`src/rtl/mem_stage_pl_pkg.sv`:
```
// Shared definitions for the MEM pipeline stage: FSM encoding and default sizing.
package mem_stage_pl_pkg;

  typedef enum logic {
    IDLE = 1'b0,
    BUSY = 1'b1
  } state_t;

  localparam int DEFAULT_DW  = 16;
  localparam int DEFAULT_AW  = 16;
  localparam int DEFAULT_TMO = 15;

endpackage

```
`src/rtl/mem_stage_pl_branch_target.sv`:
```
// Redirect target: register-indirect jump address wins over PC-relative branch.
module branch_target #(
  parameter int AW = 16
) (
  input  logic [AW-1:0] pc,
  input  logic [AW-1:0] off,
  input  logic [AW-1:0] addr,
  input  logic          alujmp,
  output logic [AW-1:0] target
);

  logic [AW-1:0] rel_target;

  assign rel_target = pc + off;
  assign target     = alujmp ? addr : rel_target;

endmodule

```
`src/rtl/mem_stage_pl.sv`:
```
// MEM pipeline stage: issues one memory request per entry, bounds the wait,
// and forwards a registered MEM/WB entry plus a one-cycle PC redirect.
module mem_stage_pl
  import mem_stage_pl_pkg::*;
#(
  parameter int DW  = DEFAULT_DW,
  parameter int AW  = DEFAULT_AW,
  parameter int TMO = DEFAULT_TMO
) (
  input  logic          clk,
  input  logic          rst,
  input  logic          in_valid,
  output logic          in_ready,
  input  logic [AW-1:0] in_pc,
  input  logic [AW-1:0] in_addr,
  input  logic [DW-1:0] in_wdata,
  input  logic          in_rd,
  input  logic          in_wr,
  input  logic          in_brtaken,
  input  logic          in_alujmp,
  input  logic [AW-1:0] in_off,
  input  logic          in_regsrc,
  input  logic          in_setrd,
  input  logic          in_wb,
  output logic          mem_req,
  output logic          mem_wr,
  output logic [AW-1:0] mem_addr,
  output logic [DW-1:0] mem_wdata,
  input  logic [DW-1:0] mem_rdata,
  input  logic          mem_done,
  output logic          out_valid,
  input  logic          out_ready,
  output logic [DW-1:0] out_data,
  output logic          out_setrd,
  output logic          out_wb,
  output logic          out_err,
  output logic          redir_valid,
  output logic [AW-1:0] redir_pc
);

  localparam int CW = (TMO < 2) ? 1 : $clog2(TMO);

  state_t        state;
  logic [CW-1:0] wait_cnt;
  logic          cap_regsrc;
  logic          cap_setrd;
  logic          cap_wb;

  logic          accept;
  logic          mem_op;
  logic          start_mem;
  logic          timeout;
  logic          finish;
  logic          redir_hit;
  logic [AW-1:0] target;

  assign in_ready  = (state == IDLE) && (!out_valid || out_ready);
  assign accept    = in_valid && in_ready;
  assign mem_op    = in_rd || in_wr;
  assign start_mem = accept && mem_op && !in_addr[0];
  assign timeout   = (state == BUSY) && !mem_done && (wait_cnt == CW'(TMO - 1));
  assign finish    = (state == BUSY) && (mem_done || timeout);
  assign redir_hit = accept && (in_alujmp || in_brtaken);

  branch_target #(.AW(AW)) u_target (
    .pc     (in_pc),
    .off    (in_off),
    .addr   (in_addr),
    .alujmp (in_alujmp),
    .target (target)
  );

  always_ff @(posedge clk) begin
    if (rst) begin
      state       <= IDLE;
      wait_cnt    <= '0;
      mem_req     <= 1'b0;
      mem_wr      <= 1'b0;
      mem_addr    <= '0;
      mem_wdata   <= '0;
      cap_regsrc  <= 1'b0;
      cap_setrd   <= 1'b0;
      cap_wb      <= 1'b0;
      out_valid   <= 1'b0;
      out_data    <= '0;
      out_setrd   <= 1'b0;
      out_wb      <= 1'b0;
      out_err     <= 1'b0;
      redir_valid <= 1'b0;
      redir_pc    <= '0;
    end else begin
      redir_valid <= redir_hit;
      if (redir_hit) begin
        redir_pc <= target;
      end

      case (state)
        IDLE: begin
          if (start_mem) begin
            state      <= BUSY;
            wait_cnt   <= '0;
            mem_req    <= 1'b1;
            mem_wr     <= in_wr;
            mem_addr   <= in_addr;
            mem_wdata  <= in_wdata;
            cap_regsrc <= in_regsrc;
            cap_setrd  <= in_setrd;
            cap_wb     <= in_wb;
          end
        end
        BUSY: begin
          if (finish) begin
            state    <= IDLE;
            wait_cnt <= '0;
            mem_req  <= 1'b0;
            mem_wr   <= 1'b0;
          end else begin
            wait_cnt <= wait_cnt + 1'b1;
          end
        end
        default: state <= IDLE;
      endcase

      // Entries without an issued request complete immediately; a misaligned access faults.
      if (accept && !start_mem) begin
        out_valid <= 1'b1;
        out_err   <= mem_op;
        out_data  <= mem_op ? '0 : DW'(in_addr);
        out_setrd <= in_setrd;
        out_wb    <= in_wb;
      end else if (finish) begin
        out_valid <= 1'b1;
        out_err   <= timeout;
        out_data  <= timeout ? '0 : (cap_regsrc ? mem_rdata : DW'(mem_addr));
        out_setrd <= cap_setrd;
        out_wb    <= cap_wb;
      end else if (out_valid && out_ready) begin
        out_valid <= 1'b0;
        out_err   <= 1'b0;
        out_data  <= '0;
        out_setrd <= 1'b0;
        out_wb    <= 1'b0;
      end
    end
  end

endmodule

```
`config.mk`:
```
export PLATFORM = sky130hd
export DESIGN_NAME = mem_stage_pl
export DESIGN_NICKNAME = d
export VERILOG_FILES = /design/src/rtl/mem_stage_pl_pkg.sv /design/src/rtl/mem_stage_pl_branch_target.sv /design/src/rtl/mem_stage_pl.sv
export SDC_FILE = /design/constraint.sdc
export NUM_CORES = 1
export LEC_CHECK = 0
export ABC_CLOCK_PERIOD_IN_PS = 2600
export CAP_MARGIN = 20
export CORE_UTILIZATION = 43
export CTS_CLUSTER_SIZE = 28
export DETAILED_ROUTE_END_ITERATION = 8
export PLACE_DENSITY = 0.86
export SKIP_CTS_REPAIR_TIMING = 1
export SLEW_MARGIN = 20
export SYNTH_ARGS = -nofsm -noshare
export SYNTH_HDL_FRONTEND = slang
export SYNTH_SLANG_ARGS = --single-unit
```
`constraint.sdc`:
```
create_clock -name clk -period 2.6 [get_ports clk]
set_input_delay 0.65 -clock clk [delete_from_list [all_inputs] [get_ports clk]]
set_output_delay 0.65 -clock clk [all_outputs]
set_load 0.02 [all_outputs]
```
==> results of run 1 <==
## layout by cell type, fill, tap and decap left out, types with 4 or more instances in the layout
master           synthesis  routed
a211oi_1                10       9
a21o_1                   9       9
a21oi_1                 62      62
a222oi_1                18      18
buf_4                    1      46
clkbuf_8                 0       9
clkdlybuf4s50_1          0     161
dfxtp_1                 79      79
ha_1                    17      17
inv_1                    4       4
mux2_2                  16      16
nand2_1                 80      80
nand3_1                  6       6
nand3b_1                 7       7
nor2_1                  52      52
nor3_1                   7       6
o21ai_0                 19      19
xnor2_1                  7       7
xor2_1                   5       5
## worst max path at each step
stage / from / end / cells after the start
3_5_place_dp: in_pc[0] / redir_pc[14] / 10
3_3_place_gp: in_pc[0] / redir_pc[14] / 10
4_1_cts: out_ready / in_ready / 4
6_report: in_pc[0] / redir_pc[12] / 10
5_1_grt: in_pc[0] / redir_pc[14] / 10
2_1_floorplan: in_pc[7] / redir_pc[12] / 8
## layout make-up
| cell class | count | share of cell area [%] |
|---|---|---|
| clock buffers | 9 | 1.984 |
| well taps | 108 | 2.164 |
| clock inverters | 7 | 1.423 |
| multi-input cells | 363 | 36.29 |
| flip-flops and latches | 79 | 25.33 |
| repair buffers | 212 | 32.58 |
| inverters | 4 | 0.2404 |
## critical path, stage by stage
cell             delay (ns)
clkdlybuf4s50_1        0.41
ha_1                   0.23
fa_2                   0.36
a21oi_2                0.18
o21ai_1                0.10
a21oi_2                0.24
buf_4                  0.15
o31ai_1                0.08
xnor2_1                0.14
a211oi_1               0.24
## power by group through the flow
stage / clock network, W / logic [W] / registers [W]
floorplan: 0 / 0.000378 / 0.00141
global placement: 0 / 0.000895 / 0.00135
detailed placement: 0 / 0.000911 / 0.00135
CTS: 0.000979 / 0.000918 / 0.00132
global route: 0.00104 / 0.000995 / 0.00133
finish: 0.000960 / 0.000925 / 0.00132
## stage by stage
step                TNS (ns)  util (%)  setup slack [ns]  cell area, µm²  instances
floorplan                  0         -            0.2078            3993        478
global placement      -1.517     67.97           -0.2643            6015        765
detailed placement    -1.947     67.97           -0.3352            6015        765
CTS                 -0.07634     70.38          -0.07634            6227        781
global route               0     70.57          0.001656            6245        782
finish                     0     70.57           0.07900            6245        782
## cells by family (layout without fill, tap and decap cells)
| group | Yosys count | in the layout | synth area share [%] |
|---|---|---|---|
| mux | 19 | 19 | 5.265 |
| compound gates | 143 | 143 | 23.75 |
| simple gates | 171 | 171 | 18.96 |
| fa+ha+maj | 18 | 18 | 5.829 |
| buf+inv | 36 | 232 | 3.949 |
| xor+xnor | 12 | 12 | 2.632 |
| flops | 79 | 79 | 39.61 |
## layer usage
layer / vias to the layer above / wire length [µm] / global-route usage, %
met4: 0 / 446 / 12.97
met2: 199 / 6541 / 48.10
met3: 31 / 1125 / 6.657
met5: - / 0 / 0
li1: 2113 / - / -
met1: 2088 / 5316 / 33.32
## state kept, by name, summed over array words and instances, names as in the netlist
signal	cells
cap_regsrc	1
cap_setrd	1
cap_wb	1
mem_addr	16
mem_req	1
mem_wdata	16
mem_wr	1
out_data	16
out_err	1
out_setrd	1
out_valid	1
out_wb	1
redir_pc	16
redir_valid	1
state	1
wait_cnt	4
==> qor.csv, run 1 <==
metric,value,unit
reg2reg_setup_slack,0.64,ns
worstSetupStartpointType,input port,
p_sw,0.0009953,W
p_comb_share,28.8,%
drc,12,
rr_startpoint,out_valid,
synth.most_common_cell,nand2_1,
clock-sinks,79,
clkLatencyLatePin,0.35,ns
port-buffer-count,163,
max_freq,396.7,MHz
cp_max_fo,4,
antenna_found_initial,0,
synth_warnings,0,
whs_endpoint,mem_wdata[14],
power.density,514.0,nW/µm²
die_x,98.36,µm
yosysSeqAreaShare,39.61,%
p_leak,2.411,nW
clockBufferDepth,2,
first_pass_iters,9,
synthCells,478,
cts_tree,yes,
cts_buffers,9,
io-pin-count,164,
yosys.area.top_type,dfxtp_1,
cp.required,2.86,ns
reg2reg_depth,8,
grt_pass1_vias,4413,
layout-drive-gt1-share,14.39,%
vias,4431,
worstMarginPinSlew,0.7208,ns
seqPwrFrac,41.3,%
ys_seq_elements,79,
grtUsageTotal,28.10,%
hold_start,mem_wdata[14],
cts_max_level,3,
power.share.clock,29.9,%
multiInputGateArea,2266,µm²
avgSynthCellArea,8.353,µm²
core-area,8848,µm²
wl_per_cell,17.17,µm
outcome,"finished, violations left",
violations,design-rule violations,
rows,34,
synthesis.area,3993,µm²
final_antenna_net_count,0,
synthTopCellsByArea,"dfxtp_1 40%, a21oi_1 7.8%, nand2_1 7.5%",
die_area,9675,µm²
area_growth,56.41,%
syn_nets,588,
power,0.003210,W
r2r_end,redir_pc[15],
grt_start_max_net_pins,36,
gp_congestion,0.9138,
finalMaxSlewViolations,0,
synth-async-reset-ratio,0,%
synthTopCellsByCount,"80 x nand2_1, 79 x dfxtp_1, 62 x a21oi_1",
relSlewSlack,51.95,%
cp-end-kind,flip-flop,
root_buffer,clkbuf_8,
worst_hold_slack,0.4616,ns
hold_depth,2,
die_h,98.36,µm
grt_pass1_wl,21580,µm
cap_violations,0,
finClkSkew,0.01258,ns
min_path_type,reg -> reg,
nets,779,
hpwl,10110,µm
antenna_cells,0,
synth_cell_types,55,
drt_iter0_drc,268,
wl,13430,µm
hold_viol_final,0,
min_period_over_period,96.96,%
grt-ovfl-total,0,
start_util,45.12,%
synth_top_cell_area_share,39.61,%
crit_type,in -> reg,
final-seq-area,1582,µm²
p_int,0.002214,W
ir_drop,0.0003671,V
crit_arrival,2.78,ns
via_per_inst,5.666,
layout_min_cycle_time,2.521,ns
synth_edf_count,0,
clk_pin_slew,0.09,ns
finalSetupViolCount,0,
synthFlopType,dfxtp_1,
n_fill_cell,732,
rsz0062_at_grt,no,
swShare,31.01,%
No activity file was read; power rests on OpenSTA's default activity.
==> run 2, diff against run 1 <==
REMOVE_ABC_BUFFERS = 1   (was unset)
==> run 2 against run 1 <==
  * The flow still finishes with violations (design-rule violations)
  * Largest cell class unchanged
  * First-iteration DRC count up 5.2%
  * Die area did not move
  * Wire length down 0.71%
  * Cell area shrank 1.1%
==> qor.csv, run 2 (synthesized netlist as in run 1, its figures left out) <==
metric,value,unit,change
cap_violations,0,,unchanged
drt_iter0_drc,282,,+5.2%
busiest_layer,met2,,
port-buffer-count,163,,unchanged
violations,design-rule violations,,
clkLatencyLatePin,0.36,ns,about the same
core-area,8848,µm²,unchanged
layout-drive-gt1-share,14.26,%,-0.13 points
cpLargestDelayFamily,compound AO/OA/AOI/OAI gates,,
hpwl,10220,µm,+1.1%
gp_congestion,0.9869,,+8.0%
cp_max_fo,4,,unchanged
cp-end-kind,flip-flop,,
grt_pass1_vias,4409,,-0.091%
nets,778,,-0.13%
grt-ovfl-total,0,,unchanged
grtUsageTotal,27.36,%,-0.74 points
die_h,98.36,µm,unchanged
vias,4475,,+0.99%
rows,34,,unchanged
crit_buf_inv,1,,-1
layout_min_cycle_time,2.507,ns,-0.01410 ns
cts_buffers,9,,unchanged
layout_common_cells,"161 x clkdlybuf4s50_1, 80 x nand2_1, 79 x dfxtp_1",,
worstMarginPinSlew,0.8103,ns,+0.08956 ns
worstSetupStartpointType,input port,,
via_per_inst,5.730,,+1.1%
start_util,45.12,%,unchanged
die_x,98.36,µm,unchanged
cp.required,2.89,ns,+0.03 ns
first_pass_iters,9,,unchanged
finClkSkew,0.008539,ns,-0.004045 ns
cp_common_cell,a21oi_2,,
p_leak,2.375,nW,-1.5%
antenna_found_initial,0,,unchanged
area_growth,54.75,%,
hold_viol_final,0,,unchanged
wl,13330,µm,-0.71%
finalSetupViolCount,0,,unchanged
min_period_over_period,96.42,%,-0.54 points
crit_chain,clkdlybuf4s50_1 > ha_1 > fa_2 > a21oi_2 > o21ai_1 > a21oi_2 > or4_4 > o211ai_2 > xnor2_1 > a211oi_2,,
cts_tree,yes,,
final_antenna_net_count,0,,unchanged
power,0.003074,W,-4.2%
outcome,"finished, violations left",,
clock-sinks,79,,unchanged
max_freq,398.9,MHz,+0.56%
power.density,497.6,nW/µm²,-3.2%
rsz0062_at_grt,yes,,
clk_pin_slew,0.09,ns,about the same
ir_drop,0.0003294,V,-10%
layout_commonest_cell,clkdlybuf4s50_1,,
cp_slowest_cell,clkdlybuf4s50_1,,
max_stage_delay,0.40,ns,about the same
use_met1,30.30,%,-3.0 points
io-pin-count,164,,unchanged
finalMaxSlewViolations,0,,unchanged
grt_start_max_net_pins,34,,-5.6%
wl_per_cell,17.07,µm,-0.58%
cts_max_level,3,,unchanged
grt_pass1_wl,21040,µm,-2.5%
final_util,69.82,%,-0.75 points
relSlewSlack,45.91,%,-6.0 points
clockBufferDepth,2,,unchanged
root_buffer,clkbuf_8,,
min_path_type,reg -> reg,,
antenna_cells,0,,unchanged
gr-usage-met2,49.40,%,+1.3 points
drc,11,,-1
n_fill_cell,683,,-6.7%
crit_type,in -> reg,,
final-seq-area,1582,µm²,unchanged
multiInputGateArea,2272,µm²,+0.28%
gr-usage-met3,6.371,%,-0.29 points
die_area,9675,µm²,unchanged
crit_arrival,2.79,ns,about the same
==> run 2: path summary, 6_finish.rpt <==
path                                   start            to  slack (ns)  cells after the start
worst max-delay path                in_pc[0]  redir_pc[14]        0.09                     10
worst min-delay path            mem_wdata[5]  mem_wdata[5]        0.46                      2
worst max register to register         state  out_data[10]        0.72                      8
worst min register to register  mem_wdata[5]  mem_wdata[5]        0.46                      2
==> run 2: area by class of cell <==
class,instances,area share (%)
clock buffer,10,2.066
multi-input combinational,363,36.78
clock inverter,6,0.7290
inverter,4,0.2430
tap,108,2.187
timing repair buffer,211,32.40
sequential,79,25.60
==> run 2: tightest hold or removal path, stage by stage, from the launching register on <==
cell and delay, ns:
dfxtp_1 0.31, nand2_1 0.05, a21oi_1 0.05
==> run 2: where the power goes <==
part	leakage (nW)	total (W)	switching, W	internal (W)
combinational	1.65	0.000915	0.000447	0.000468
clock	0.0793	0.000832	0.000480	0.000352
sequential	0.645	0.00133	0.0000513	0.00128
==> run 2: stage by stage <==
stage          std cells  instance area (µm²)  worst slack, ns  setup TNS, ns  hold slack [ns]
2_1_floorplan        446                 3850           -1.243         -38.29           0.4299
3_3_place_gp         765                 5989          -0.2866         -1.670           0.4414
3_5_place_dp         765                 5989          -0.3403         -2.341           0.4466
4_1_cts              781                 6162         -0.04627       -0.04627           0.4588
5_1_grt              781                 6178       -0.0003604     -0.0003604           0.4818
6_report             781                 6178          0.09310              0           0.4563
==> run 2: metal layers <==
| metal | vias up | wire length (µm) |
|---|---|---|
| li1 | 2101 | - |
| met1 | 2087 | 5219 |
| met5 | - | 0 |
| met2 | 236 | 6612 |
| met4 | 0 | 503 |
| met3 | 51 | 998 |
